File: config.mk
export PLATFORM = sky130hd
export DESIGN_NAME = uart_rx
export DESIGN_NICKNAME = d
export VERILOG_FILES = /design/src/rtl/uart_rx.sv
export SDC_FILE = /design/constraint.sdc
export NUM_CORES = 1
export LEC_CHECK = 0
export ABC_CLOCK_PERIOD_IN_PS = 3500
export CAP_MARGIN = 10
export CORE_MARGIN = 4
export CORE_UTILIZATION = 40
export CTS_BUF_LIST = sky130_fd_sc_hd__clkbuf_4
export DETAILED_ROUTE_END_ITERATION = 10
export GPL_ROUTABILITY_DRIVEN = 0
export PLACE_DENSITY = 0.69
export SLEW_MARGIN = 10
export SYNTH_ARGS = -nofsm -noshare
export SYNTH_HDL_FRONTEND = slang
export SYNTH_SLANG_ARGS = --single-unit
File: constraint.sdc
create_clock -name clk -period 3.5 [get_ports clk]
set_clock_uncertainty 0.2 [all_clocks]
set_input_delay 0.525 -clock clk [delete_from_list [all_inputs] [get_ports clk]]
set_output_delay 0.525 -clock clk [all_outputs]
set_load 0.01 [all_outputs]
File: src/rtl/uart_rx.sv
// Serial receiver: 2-flop synchronised rx, start/data/stop framing sampled mid-bit, break hold-off.
// Latency: pulse one cycle after the stop sample; no backpressure, consumer captures rx_data on rx_valid.
module uart_rx #(
    parameter int unsigned CLK_FREQ  = 50_000_000,
    parameter int unsigned BAUD_RATE = 9600,
    parameter int unsigned DATA_BITS = 8
) (
    input  logic                 clk,
    input  logic                 rst,
    input  logic                 rx,
    output logic [DATA_BITS-1:0] rx_data,
    output logic                 rx_valid,
    output logic                 rx_busy,
    output logic                 frame_err
);

    localparam int unsigned CLKS_PER_BIT = CLK_FREQ / BAUD_RATE;
    localparam int unsigned HALF_BIT     = CLKS_PER_BIT / 2;
    localparam logic [15:0] BIT_END      = 16'(CLKS_PER_BIT - 1);
    localparam logic [15:0] HALF_END     = 16'(HALF_BIT - 1);
    localparam logic [2:0]  LAST_BIT     = 3'(DATA_BITS - 1);

    generate
        if (CLKS_PER_BIT < 4 || CLKS_PER_BIT > 65535) begin : g_bad_baud
            $error("uart_rx: CLK_FREQ/BAUD_RATE must give 4..65535 clocks per bit");
        end
        if (DATA_BITS < 5 || DATA_BITS > 8) begin : g_bad_width
            $error("uart_rx: DATA_BITS must be 5..8");
        end
    endgenerate

    typedef enum logic [2:0] {
        IDLE,
        START,
        DATA,
        STOP,
        BREAK
    } state_t;

    state_t                 state;
    state_t                 state_nxt;
    logic                   rx_meta;
    logic                   rx_s;
    logic [15:0]            clk_count;
    logic [15:0]            count_nxt;
    logic [2:0]             bit_index;
    logic [2:0]             index_nxt;
    logic [DATA_BITS-1:0]   shift_reg;
    logic [DATA_BITS-1:0]   shift_nxt;
    logic [DATA_BITS-1:0]   data_nxt;
    logic                   valid_nxt;
    logic                   err_nxt;

    always_ff @(posedge clk) begin
        if (rst) begin
            rx_meta   <= 1'b1;
            rx_s      <= 1'b1;
            state     <= IDLE;
            clk_count <= '0;
            bit_index <= '0;
            shift_reg <= '0;
            rx_data   <= '0;
            rx_valid  <= 1'b0;
            frame_err <= 1'b0;
        end else begin
            rx_meta   <= rx;
            rx_s      <= rx_meta;
            state     <= state_nxt;
            clk_count <= count_nxt;
            bit_index <= index_nxt;
            shift_reg <= shift_nxt;
            rx_data   <= data_nxt;
            rx_valid  <= valid_nxt;
            frame_err <= err_nxt;
        end
    end

    always_comb begin
        state_nxt = state;
        count_nxt = clk_count;
        index_nxt = bit_index;
        shift_nxt = shift_reg;
        data_nxt  = rx_data;
        valid_nxt = 1'b0;
        err_nxt   = 1'b0;

        case (state)
            IDLE: begin
                count_nxt = '0;
                index_nxt = '0;
                if (!rx_s) begin
                    state_nxt = START;
                end
            end
            // Re-check the line at mid start bit so short glitches are dropped.
            START: begin
                if (clk_count == HALF_END) begin
                    count_nxt = '0;
                    index_nxt = '0;
                    state_nxt = rx_s ? IDLE : DATA;
                end else begin
                    count_nxt = clk_count + 16'd1;
                end
            end
            DATA: begin
                if (clk_count == BIT_END) begin
                    count_nxt            = '0;
                    shift_nxt[bit_index] = rx_s;
                    index_nxt            = bit_index + 3'd1;
                    if (bit_index == LAST_BIT) begin
                        index_nxt = '0;
                        state_nxt = STOP;
                    end
                end else begin
                    count_nxt = clk_count + 16'd1;
                end
            end
            STOP: begin
                if (clk_count == BIT_END) begin
                    count_nxt = '0;
                    if (rx_s) begin
                        data_nxt  = shift_reg;
                        valid_nxt = 1'b1;
                        state_nxt = IDLE;
                    end else begin
                        err_nxt   = 1'b1;
                        state_nxt = BREAK;
                    end
                end else begin
                    count_nxt = clk_count + 16'd1;
                end
            end
            // A held-low line must return high before a new start can be seen.
            BREAK: begin
                count_nxt = '0;
                if (rx_s) begin
                    state_nxt = IDLE;
                end
            end
            default: begin
                state_nxt = IDLE;
            end
        endcase
    end

    assign rx_busy = (state != IDLE);

endmodule

=== Word level (Yosys, flattened, before mapping) ===
Cells that the tools add are included.
Widths: inputs -> output; s select.

* Bits in registers: 42
* Output and inout bits: 11
* Logic and storage cells: 61

* $add $sub $neg: 2
* Magnitude comparators: 2
* Equality and inequality tests: 13
* Mux-type cells: 21
* Bitwise logic cells: 2
* Reductions and logical operators: 12

{| class="wikitable"
|+ Operators with widths
! operator !! count
|-
| $pmux 16 s3 || 1
|-
| $mux 16 || 2
|-
| $mux 3 || 10
|-
| $add 16x1->16 const B || 1
|-
| $eq 16x12->1 const B || 1
|-
| $eq 16x13->1 const B || 1
|-
| $pmux 3 s5 || 1
|-
| $ne 2x2->1 const B || 6
|-
| $pmux 3 s3 || 1
|-
| $reduce_bool 3->1 || 3
|-
| $bwmux 8 || 1
|-
| $eq 3x2->1 const B || 2
|-
| $eq 3x3->1 const B || 2
|-
| $reduce_and 3->1 || 2
|-
| $reduce_and 6->1 || 1
|-
| $lt 3x4->1 const B || 1
|-
| $reduce_or 2->1 || 2
|-
| $add 3x1->3 const B || 1
|-
| $demux 1 s3 || 1
|-
| $eq 3x1->1 const B || 1
|-
| $ge 3x1->1 const B || 1
|-
| $logic_not 3->1 || 1
|-
| $mux 1 || 3
|-
| $reduce_or 3->1 || 1
|-
| other kinds (4) || 5
|}

=== Depth between registers and ports, before layout ===
* Depth after elaboration: 5
* Depth in mapped cells: 7
* Mapped depth without buffers: 7

=== Least setup slack after synthesis ===
Ideal clock, no wire load.

* Path kind: register to register
* Start: reg clk_count[0]
* End: reg clk_count[6]
* Setup time: 0.115 ns
* Arrival: 1.807 ns
* Required time: 3.185 ns
* Path slack: 1.378 ns
* Cell stages (with the launch flop): 8
* Buffers on the path: 1
* Period minus slack after synthesis: 2.122 ns
* Cells stage by stage: dfxtp_1 > ha_1 > nand4bb_1 > nor4_4 > nor2_2 > o31ai_2 > buf_4 > nor2_1

* Word-level cells in the longest chain between the ends: 3
* Elaborated cells between the ends (all ways): 6
* Those cells by class: 1 x add/sub; 2 x eq/ne; 3 x mux

{| class="wikitable"
|+ RTL lines
! element !! RTL line !! text
|-
| start, declared || 44 || <nowiki>logic [15:0] clk_count;</nowiki>
|-
| start signal, assigned || 69 || <nowiki>clk_count <= count_nxt;</nowiki>
|-
| $add 16x1->16 (tied with other cells) || 102, 115, 130 ||
|-
| $mux 16, on equally long branches || 106, 119, 97 ||
|-
| $pmux 16 s3 * || 87 || <nowiki>case (state)</nowiki>
|}

Mark *: on every way between the ends. The rest lies on a longest branch, timed or not.
A chain may end at the register's enable or synchronous reset.

=== Worst setup path after layout ===
* Start: reg state[0]
* End: out rx_busy

* Word-level cells in the longest chain between the ends: 1

{| class="wikitable"
|+ RTL lines
! element !! RTL line !! text
|-
| start, declared || 40 || <nowiki>state_t state;</nowiki>
|-
| start signal, assigned || 68 || <nowiki>state <= state_nxt;</nowiki>
|-
| $reduce_bool 3->1 || 146 || <nowiki>assign rx_busy = (state != IDLE);</nowiki>
|-
| end, declared || 13 || <nowiki>output logic rx_busy,</nowiki>
|}

No other way between the ends.

==> impl_metrics.ini <==
[synthesis]
synth-edff-count = 0
synth_seq_cells = 42
yosysTopAreaCell = dfxtp_1
synth.yosys.seq_area_share_pct = 41.8
yosysWarnings = 0
ys_dominant_reg_cell = dfxtp_1
synth_area_leaders = dfxtp_1 (42%), nor2_1 (6.2%), mux2i_1 (5.0%)
netlist_instances = 231
synth_area_per_cell_um2 = 8.70
synthDistinctLibCells = 42
synth_top_area_share_pct = 41.8
synth_nets = 237
async_reset_ff_share_pct = 0
syn-cell-area_mm2 = 0.00201

[hold_path]
holdCritPathClass = register to register

[floorplanning]
die_x_um = 78.9
die_area_mm2 = 0.00623
start_util_pct = 42.0
coreArea_mm2 = 0.00479
die_h_um = 78.9
rows = 25
boundaryPins = 14

[grt]
grt_pass1_wl_mm = 7.06
antenna_found_initial = 0
grt_pass1_vias = 1532
grt_max_degree = 24
grtUsageTotal_pct = 14.0
overflow = 0

[detailed_routing]
drc = 0
first_pass_iters = 4
routed_wl_mm = 3.93
num_vias = 1634
drtIter0Drc = 98
via_per_inst = 5.29
ant_nets = 0
post_drt_wl_per_cell_um = 12.7

[power_and_ir_drop]
p_clk_share_pct = 31.3
max-vdd-ir-drop_mv = 0.209
leakage_uw = 0.000763
internal-power_uw = 584
p_comb_share_pct = 6.7
power_density_mw_per_mm2 = 357
p_seq_share_pct = 61.9
swShare_pct = 27.3
power_switching_uw = 219
power_uw = 803

[timing]
fin_crit_sh_pct = 73.1
fin_setup_tns_ps = 0
layout_min_cycle_time_ps = 2560
setup_violations = 0
slew_viol_final = 0
worst_pin_slew_ps = 601
hold_viol_final = 0
grt_setup_unrepaired = no
max_freq_mhz = 391
slew_headroom_pct = 59.8

[layout]
multi_input_area_mm2 = 0.00110
largest_reg_flops = 16
final_cell_mix = dfxtp_1 (42), nor2_1 (33), nand2_1 (16), a21oi_1 (16)
fin_nets = 247
n_fill_cell = 476
drive_above_1_share_pct = 9.50
diodes = 0
area_delta_synth_final_pct = 12.0
fin_util_pct = 47.1
mostFrequentLayoutCell = dfxtp_1
final-seq-area_um2 = 841

[clock_network]
cts_tree = done
cts_buffers = 5
htree_levels = 2
cts.repair.resized = 0
clk_pin_slew_worst_paths_ps = 130
clock-sinks = 42
cts_hold_buf = 0
clk_path_buf_depth = 2
clk_latency_ps = 350
post_cts_buffers = 0
root_buffer = clkbuf_4

[run]
maxCapViolCount = 0

[worst_setup_path]
crit_arrival_ps = 1830
worstPathRequired_ps = 2770
critPathCaptureType = output pin
critPathLaunchType = register
worstPathMaxFanout = 17
crit_type = register to output pin

[placement]
placement.io_buffers = 13
dp_hpwl_mm = 2.76

[status]
status = complete, no violations
[power by group through the flow]
stage	combinational, uW	clock (uW)	sequential, uW
finish	54.2	252	497
global route	62.3	281	499
CTS	54.4	263	497
detailed placement	54.0	0	507
global placement	53.9	0	507
floorplan	47.9	0	495
[path summary, 6_finish.rpt]
check / from / endpoint / slack (ps) / depth (start not counted)
worst max-delay path: state[0]$_SDFFE_PP0P_ / rx_busy / 940 / 3
worst min-delay path: rx_meta$_SDFF_PP1_ / rx_s$_SDFF_PP1_ / 230 / 1
worst min register to register: rx_meta$_SDFF_PP1_ / rx_s$_SDFF_PP1_ / 230 / 1
worst max register to register: clk_count[0]$_SDFFE_PP0P_ / rx_data[7]$_SDFFE_PP0P_ / 980 / 6
[critical path: stages, from the launching register on]
cell             delay (ps)
dfxtp_1                 720
nor2_1                  120
nand2_1                 100
clkdlybuf4s50_1         530
[per-stage QoR]
step | hold WS, ps | setup slack [ps] | area, um2 | cells
after floorplan | 189 | 1380 | 2010 | 231
after global placement | 195 | 1020 | 2190 | 301
after detailed placement | 198 | 922 | 2190 | 301
after CTS | 233 | 936 | 2250 | 309
after global routing | 247 | 702 | 2250 | 309
final | 228 | 941 | 2250 | 309
[cell usage after synthesis (all sizes together), types with 3 or more instances]
cell type / number
nand4: 9
nand4bb: 5
nor2: 34
nand3: 13
clkbuf: 11
or2: 3
dfxtp: 42
o41ai: 3
o21ai: 7
xnor2: 3
o31ai: 3
nand2: 16
nor4: 6
ha: 3
mux2i: 10
inv: 6
nor3: 6
a21oi: 16
xor2: 10
[cells by family (layout without fill, tap and decap cells)]
group / count (synthesis) / count (layout) / share of synthesized area, %
adder cells (fa/ha/maj): 3 / 3 / 1.87
AND/OR/NAND/NOR: 108 / 108 / 30.6
multiplexers: 10 / 10 / 4.98
flip-flops: 42 / 42 / 41.8
XOR/XNOR: 13 / 13 / 5.66
buffers and inverters: 18 / 29 / 3.55
AO/OA/AOI/OAI: 37 / 37 / 11.5
[cell type report]
class	count	share of cell area (%)
Clock buffer	5	1.67
Tap cell	67	3.72
Timing Repair Buffer	15	6.44
Multi-Input combinational cell	171	48.8
Clock inverter	3	1.06
Inverter	6	1.00
Sequential cell	42	37.3
[metal layers]
layer / part of all wire, % / GRT usage (%) / up-vias
met3: 6.4 / 3.17 / 6
met1: 49 / 19.2 / 742
met4: 1.6 / 5.15 / 0
li1: - / - / 846
met2: 43 / 21.6 / 40
met5: 0 / 0 / -
No activity file was read; power rests on OpenSTA's default activity.
